File: src/rtl/lieat_ifu_realign.sv
// lieat_ifu_realign
// Halfword realigner between the fetch-word FIFO and decode. Consumes
// word-aligned 32-bit fetch words and emits one RVC or 32-bit instruction
// per handshake. It keeps a single 16-bit carry buffer for a leftover upper
// half, which may be a whole RVC instruction or the first half of a 32-bit
// instruction that straddles two words. A redirect flush restarts alignment
// at any halfword PC. All outputs are combinational from the registered
// state and the current input word, so there is no added latency.

module lieat_ifu_realign #(
   parameter int PCW  = 32,
   parameter bit MASK = 1'b1
) (
   input  logic           clk,
   input  logic           rstn,
   // fetch-word side
   input  logic           i_valid,
   output logic           i_ready,
   input  logic [31:0]    i_data,
   input  logic [PCW-1:0] i_pc,
   // decode side
   output logic           o_valid,
   input  logic           o_ready,
   output logic [31:0]    o_instr,
   output logic [PCW-1:0] o_pc,
   output logic           o_rvc,
   // redirect
   input  logic           flush,
   input  logic [PCW-1:0] flush_pc
);

   // Operating mode for the current cycle, decoded in priority order.
   typedef enum logic [2:0] {
      M_FLUSH,
      M_SKIP,
      M_CARRY16,
      M_CARRY32,
      M_ALIGN16,
      M_ALIGN32
   } mode_t;

   // Registered state
   logic           lo_vld;
   logic [15:0]    lo_data;
   logic [PCW-1:0] lo_pc;
   logic           skip;

   // Next-state values
   logic           lo_vld_nxt;
   logic [15:0]    lo_data_nxt;
   logic [PCW-1:0] lo_pc_nxt;
   logic           skip_nxt;

   // Unmasked output values
   logic           out_vld;
   logic [31:0]    out_instr;
   logic [PCW-1:0] out_pc;
   logic           out_rvc;

   mode_t          mode;

   // A halfword whose two low bits are both set opens a 32-bit instruction.
   logic lo_is_32;
   logic in_is_32;
   assign lo_is_32 = (lo_data[1:0] == 2'b11);
   assign in_is_32 = (i_data[1:0] == 2'b11);

   // PC of the upper halfword of the incoming word, and the word's own PC.
   logic [PCW-1:0] in_hi_pc;
   logic [PCW-1:0] in_lo_pc;
   assign in_hi_pc = {i_pc[PCW-1:2], 2'b10};
   assign in_lo_pc = {i_pc[PCW-1:2], 2'b00};

   // Word-address bits of flush_pc and the low PC bits are not needed: the
   // upstream FIFO restarts at the same word, and only the halfword select
   // of the redirect target matters here.
   logic unused_pc_bits;
   assign unused_pc_bits = ^{i_pc[1:0], flush_pc[PCW-1:2], flush_pc[0]};

   // Mode decode: flush beats skip beats the carry buffer beats aligned.
   always_comb begin
      if (flush) begin
         mode = M_FLUSH;
      end else if (skip) begin
         mode = M_SKIP;
      end else if (lo_vld) begin
         mode = lo_is_32 ? M_CARRY32 : M_CARRY16;
      end else begin
         mode = in_is_32 ? M_ALIGN32 : M_ALIGN16;
      end
   end

   // Datapath and next-state selection for each mode.
   always_comb begin
      // NOTE: every signal gets a default first so no path leaves one
      // unassigned; a missing default here would infer a latch.
      out_vld     = 1'b0;
      out_instr   = 32'h0;
      out_pc      = '0;
      out_rvc     = 1'b0;
      i_ready     = 1'b0;
      lo_vld_nxt  = lo_vld;
      lo_data_nxt = lo_data;
      lo_pc_nxt   = lo_pc;
      skip_nxt    = skip;

      unique case (mode)
         M_FLUSH: begin
            // Drop any buffered half; if the target is an upper halfword
            // the lower half of the first refetched word must be discarded.
            lo_vld_nxt = 1'b0;
            skip_nxt   = flush_pc[1];
         end

         M_SKIP: begin
            // Swallow the word unconditionally and keep only its upper half.
            i_ready = 1'b1;
            if (i_valid) begin
               lo_data_nxt = i_data[31:16];
               lo_pc_nxt   = in_hi_pc;
               lo_vld_nxt  = 1'b1;
               skip_nxt    = 1'b0;
            end
         end

         M_CARRY16: begin
            // Buffered RVC instruction goes out without touching the input.
            out_vld   = 1'b1;
            out_instr = {16'h0, lo_data};
            out_pc    = lo_pc;
            out_rvc   = 1'b1;
            if (o_ready) begin
               lo_vld_nxt = 1'b0;
            end
         end

         M_CARRY32: begin
            // Straddling instruction: buffered low half plus the new word's
            // low half; the new upper half replaces the buffer.
            out_vld   = i_valid;
            out_instr = {i_data[15:0], lo_data};
            out_pc    = lo_pc;
            out_rvc   = 1'b0;
            i_ready   = o_ready;
            if (i_valid && o_ready) begin
               lo_data_nxt = i_data[31:16];
               lo_pc_nxt   = in_hi_pc;
            end
         end

         M_ALIGN16: begin
            // Lower half is RVC; park the upper half in the buffer.
            out_vld   = i_valid;
            out_instr = {16'h0, i_data[15:0]};
            out_pc    = in_lo_pc;
            out_rvc   = 1'b1;
            i_ready   = o_ready;
            if (i_valid && o_ready) begin
               lo_data_nxt = i_data[31:16];
               lo_pc_nxt   = in_hi_pc;
               lo_vld_nxt  = 1'b1;
            end
         end

         M_ALIGN32: begin
            // Whole word is one aligned 32-bit instruction; buffer unused.
            out_vld   = i_valid;
            out_instr = i_data;
            out_pc    = in_lo_pc;
            out_rvc   = 1'b0;
            i_ready   = o_ready;
         end

         default: begin
         end
      endcase
   end

   // State register with asynchronous active-low reset.
   always_ff @(posedge clk or negedge rstn) begin
      if (!rstn) begin
         // NOTE: lo_data and lo_pc are reset too, even though lo_vld alone
         // qualifies them, so the block leaves reset in a fully known state.
         lo_vld  <= 1'b0;
         lo_data <= 16'h0;
         lo_pc   <= '0;
         skip    <= 1'b0;
      end else begin
         // NOTE: non-blocking assignments so every register samples the
         // pre-edge values computed above, independent of statement order.
         lo_vld  <= lo_vld_nxt;
         lo_data <= lo_data_nxt;
         lo_pc   <= lo_pc_nxt;
         skip    <= skip_nxt;
      end
   end

   // Optional gating of the payload so idle cycles present all-zero fields.
   assign o_valid = out_vld;
   generate
      if (MASK) begin : g_mask
         assign o_instr = out_instr & {32{out_vld}};
         assign o_pc    = out_pc & {PCW{out_vld}};
         assign o_rvc   = out_rvc & out_vld;
      end else begin : g_nomask
         assign o_instr = out_instr;
         assign o_pc    = out_pc;
         assign o_rvc   = out_rvc;
      end
   endgenerate

endmodule

File: config.mk
export PLATFORM = sky130hd
export DESIGN_NAME = lieat_ifu_realign
export DESIGN_NICKNAME = d
export VERILOG_FILES = /design/src/rtl/lieat_ifu_realign.sv
export SDC_FILE = /design/constraint.sdc
export NUM_CORES = 1
export LEC_CHECK = 0
export ABC_AREA = 1
export CORE_AREA = 8 8 101 112
export CTS_BUF_LIST = sky130_fd_sc_hd__clkbuf_8
export DETAILED_ROUTE_END_ITERATION = 16
export DIE_AREA = 0 0 109 120
export GPL_TIMING_DRIVEN = 0
export MAX_ROUTING_LAYER = met4
export PLACE_DENSITY_LB_ADDON = 0.1
export SLEW_MARGIN = 10
export SYNTH_ARGS = -nofsm -noshare
export SYNTH_HDL_FRONTEND = slang
export SYNTH_SLANG_ARGS = --single-unit
File: constraint.sdc
create_clock -name clk -period 1.65 [get_ports clk]
set_input_delay 0.165 -clock clk [delete_from_list [all_inputs] [get_ports clk]]
set_output_delay 0.165 -clock clk [all_outputs]
set_load 0.01 [all_outputs]
==> out/metrics.csv <==
stage,metric,value,unit
timing,final.setup.tns,-23490,ps
power_and_ir_drop,comb_power_share,0.494,
clock_network,cts_made_buffers,5,
placement,io_buffers,133,
power_and_ir_drop,leakagePower,2.446,nW
routing,wl_met1,5498,µm
setup_path,end_kind,primary output,
routing,drc,0,
setup_path,cp_data_required_time,1480,ps
setup_path,start_kind,flop,
status,status,"complete, but fails checks",
synthesis,ys_warn_count,0,
floorplan,fp.dieH,120,µm
job,cap_violations,0,
timing,min_period_over_period,1.257,
placement,place_congestion,0.8169,
floorplan,dieWidth,109,µm
timing,setup_viol,65,
timing,setup_ws,-424.8,ps
synthesis,synth_cells,465,
power_and_ir_drop,pwr-share-clk,0.128,
setup_path,crit_type,reg -> out,
setup_path,cp_max_fo,8,
clock_network,cts_root_buf,clkbuf_8,
global_routing,grt_max_degree,28,
timing,slew_headroom,0.5658,
synthesis,syn-num-nets,566,
power_and_ir_drop,pwr-share-seq,0.378,
clock_network,cts.sinks,49,
cells_and_area,multi_input_area,1874,µm²
status,violations,setup timing,
routing,dr.max_layer_used,met4,
cells_and_area,area.growth.synth_to_final,66.47,%
power_and_ir_drop,vdd_ir_drop_max,428.5,µV
timing,period_needed,2075,ps
routing,met3_length,527,µm
clock_network,cts_tree,built,
global_routing,antenna_found_initial,0,
synthesis,avgSynthCellArea,6.676,µm²
setup_path,worstPathArrival,1910,ps
cells_and_area,final_nets,734,
power_and_ir_drop,p_int,3.338,mW
global_routing,grt_pass1_wl,19500,µm
clock_network,clk_pin_slew_worst_paths,100,ps
global_routing,grt_pass1_vias,3811,
placement,dpl.hpwl,8766,µm
timing,finalHoldViolCount,0,
routing,drtAntennaViolNets,0,
clock_network,clockBufferDepth,2,
floorplan,die_area,13080,µm²
timing,rsz0062_at_grt,true,
synthesis,yosysTopAreaCellShare,0.3950,
floorplan,initial_utilization,0.3248,
routing,routed_wire_length_per_instance,16.80,µm
timing,slew_violations,0,
routing,viasPerCell,4.989,
timing,fmax,482.0,MHz
global_routing,grt_usage,0.1897,
cells_and_area,layout-drive-gt1-share,0.3218,
synthesis,seq_area_frac_synth,0.3950,
synthesis,synthDistinctLibCells,19,
synthesis,yosys.area.top_type,dfrtp_1,
power_and_ir_drop,p_switching,2.229,mW
cells_and_area,final_design_area_no_fill,5167,µm²
power_and_ir_drop,swShare,0.4004,
routing,wl_met2,6581,µm
cells_and_area,n_fill_cell,936,
routing,routed_wl,12660,µm
placement,placed_area,4601,µm²
synthesis,synth_area_leaders,"dfrtp_1 (40%), nand2_1 (26%), nand3_1 (10%), a21oi_1 (9.5%), buf_6 (2.9%)",
cells_and_area,ff_latch_area,1229,µm²
clock_network,clk_latency,300,ps
floorplan,rows,38,
timing,tightest_slew,651.4,ps
cells_and_area,antenna_cells,0,
synthesis,synth-seq-cells,49,
routing,drt-initial-drc-count,143,
global_routing,grt-ovfl-total,0,
routing,dr.pass1.iters,4,
timing,worst_clock_skew,4.144,ps
synthesis,netlist_area,3104,µm²
worst_hold_path,hold_class,in -> reg,
power_and_ir_drop,p_per_area,1077,nW/µm²
floorplan,core_area,9557,µm²
floorplan,num_io_pins,168,
clock_network,htreeDepth,2,
routing,route.vias.total,3762,
[power by group through the flow]
| stage | registers, mW | logic (mW) | clock network [mW] |
|---|---|---|---|
| 6_report | 2.11 | 2.75 | 0.713 |
| 5_1_grt | 2.18 | 3.02 | 0.763 |
| 4_1_cts | 2.09 | 2.39 | 0.724 |
| 3_5_place_dp | 2.12 | 2.10 | 0 |
| 3_3_place_gp | 2.10 | 2.07 | 0 |
| 2_1_floorplan | 2.03 | 1.30 | 0 |
[registers in the layout (all words and copies together), names as in the netlist]
signal / count
lo_data: 16
lo_pc: 31
lo_vld: 1
skip: 1
[layout by cell type, fill, tap and decap left out, drive strengths merged]
cell           count
dlygate4sd2        1
dlygate4sd3        1
dfrtp             49
conb               1
buf              119
clkdlybuf4s15      1
clkbuf            13
a21oi             59
inv               18
clkinvlp           1
clkdlybuf4s50     66
nand4              5
o21ai              4
nor2              12
nor3               3
nand3             67
nand2            214
[critical path: stages, from the launching register on]
cell and delay, ps:
dfrtp_2 460, nor2_4 140, nand2_2 100, nand3_4 120, nand2_2 60, nand2_2 80, nand2_4 70, buf_12 160
clkbuf_16 160, a21oi_4 130, buf_6 120
[repair_timing]
action | 4_1_cts | 5_1_grt
buffers inserted | 11 | 10
endpoints found under the hold margin | 26 | 0
hold buffers | 1 | 0
setup endpoints to repair | 97 | 107
cloned | 2 | 4
pin swaps | 6 | 8
resized for setup | 336 | 61
[through the flow]
step | power [mW] | utilization | hold WS [ps] | setup WS (ps) | std cells
6_report | 5.567 | 0.5407 | 416.3 | -424.8 | 754
3_3_place_gp | 4.167 | 0.4798 | 454.3 | -1165 | 718
2_1_floorplan | 3.335 | - | -130.6 | 30.77 | 465
4_1_cts | 5.207 | 0.4996 | 414.5 | -385.1 | 741
3_5_place_dp | 4.226 | 0.4814 | 227.4 | -921.1 | 719
5_1_grt | 5.960 | 0.5407 | 430.9 | -505.8 | 754
[final timing paths]
| path | depth (start not counted) | slack, ps | from | to |
|---|---|---|---|---|
| worst min-delay path | 3 | 420 | i_pc[7] | lo_pc[7]$_DFFE_PN0P_ |
| max in group asynchronous | 3 | 640 | rstn | skip$_DFFE_PN0P_ |
| min in group asynchronous | 2 | 430 | rstn | lo_data[10]$_DFFE_PN0P_ |
| worst max register to register | 9 | 20 | lo_vld$_DFFE_PN0P_ | lo_pc[13]$_DFFE_PN0P_ |
| worst max-delay path | 10 | -420 | skip$_DFFE_PN0P_ | o_instr[22] |
| worst min register to register | 2 | 480 | lo_pc[1]$_DFFE_PN0P_ | lo_pc[1]$_DFFE_PN0P_ |
[layer usage]
layer  global-route usage  up-vias
met4              0.02656        0
li1                     -     1836
met1               0.2353     1821
met2               0.3238       99
met3              0.02735        6
met5                    -        -
[layout make-up]
| class | instances | share of cell area |
|---|---|---|
| Buffer | 34 | 0.07288 |
| Inverter | 16 | 0.01259 |
| Tap cell | 120 | 0.02906 |
| Multi-Input combinational cell | 365 | 0.3627 |
| Clock buffer | 5 | 0.01332 |
| Clock inverter | 3 | 0.002906 |
| Sequential cell | 49 | 0.2378 |
| Timing Repair Buffer | 162 | 0.2688 |
[synthesized netlist by cell type, drive strengths merged]
master / instances
conb: 1
nand3: 67
nand4: 5
buf: 30
nor3: 3
nand2: 214
o21ai: 4
inv: 16
nor2: 12
dfrtp: 49
a21oi: 59
clkbuf: 5
[kinds of logic (layout without fill, tap and decap cells)]
group	after synthesis	after routing	share of synthesized area
AO/OA/AOI/OAI	63	63	0.1016
buffers and inverters	51	220	0.09392
flip-flops	49	49	0.3950
other	1	1	0.001208
AND/OR/NAND/NOR	301	301	0.4083
Power figures use the tool's default switching activity.
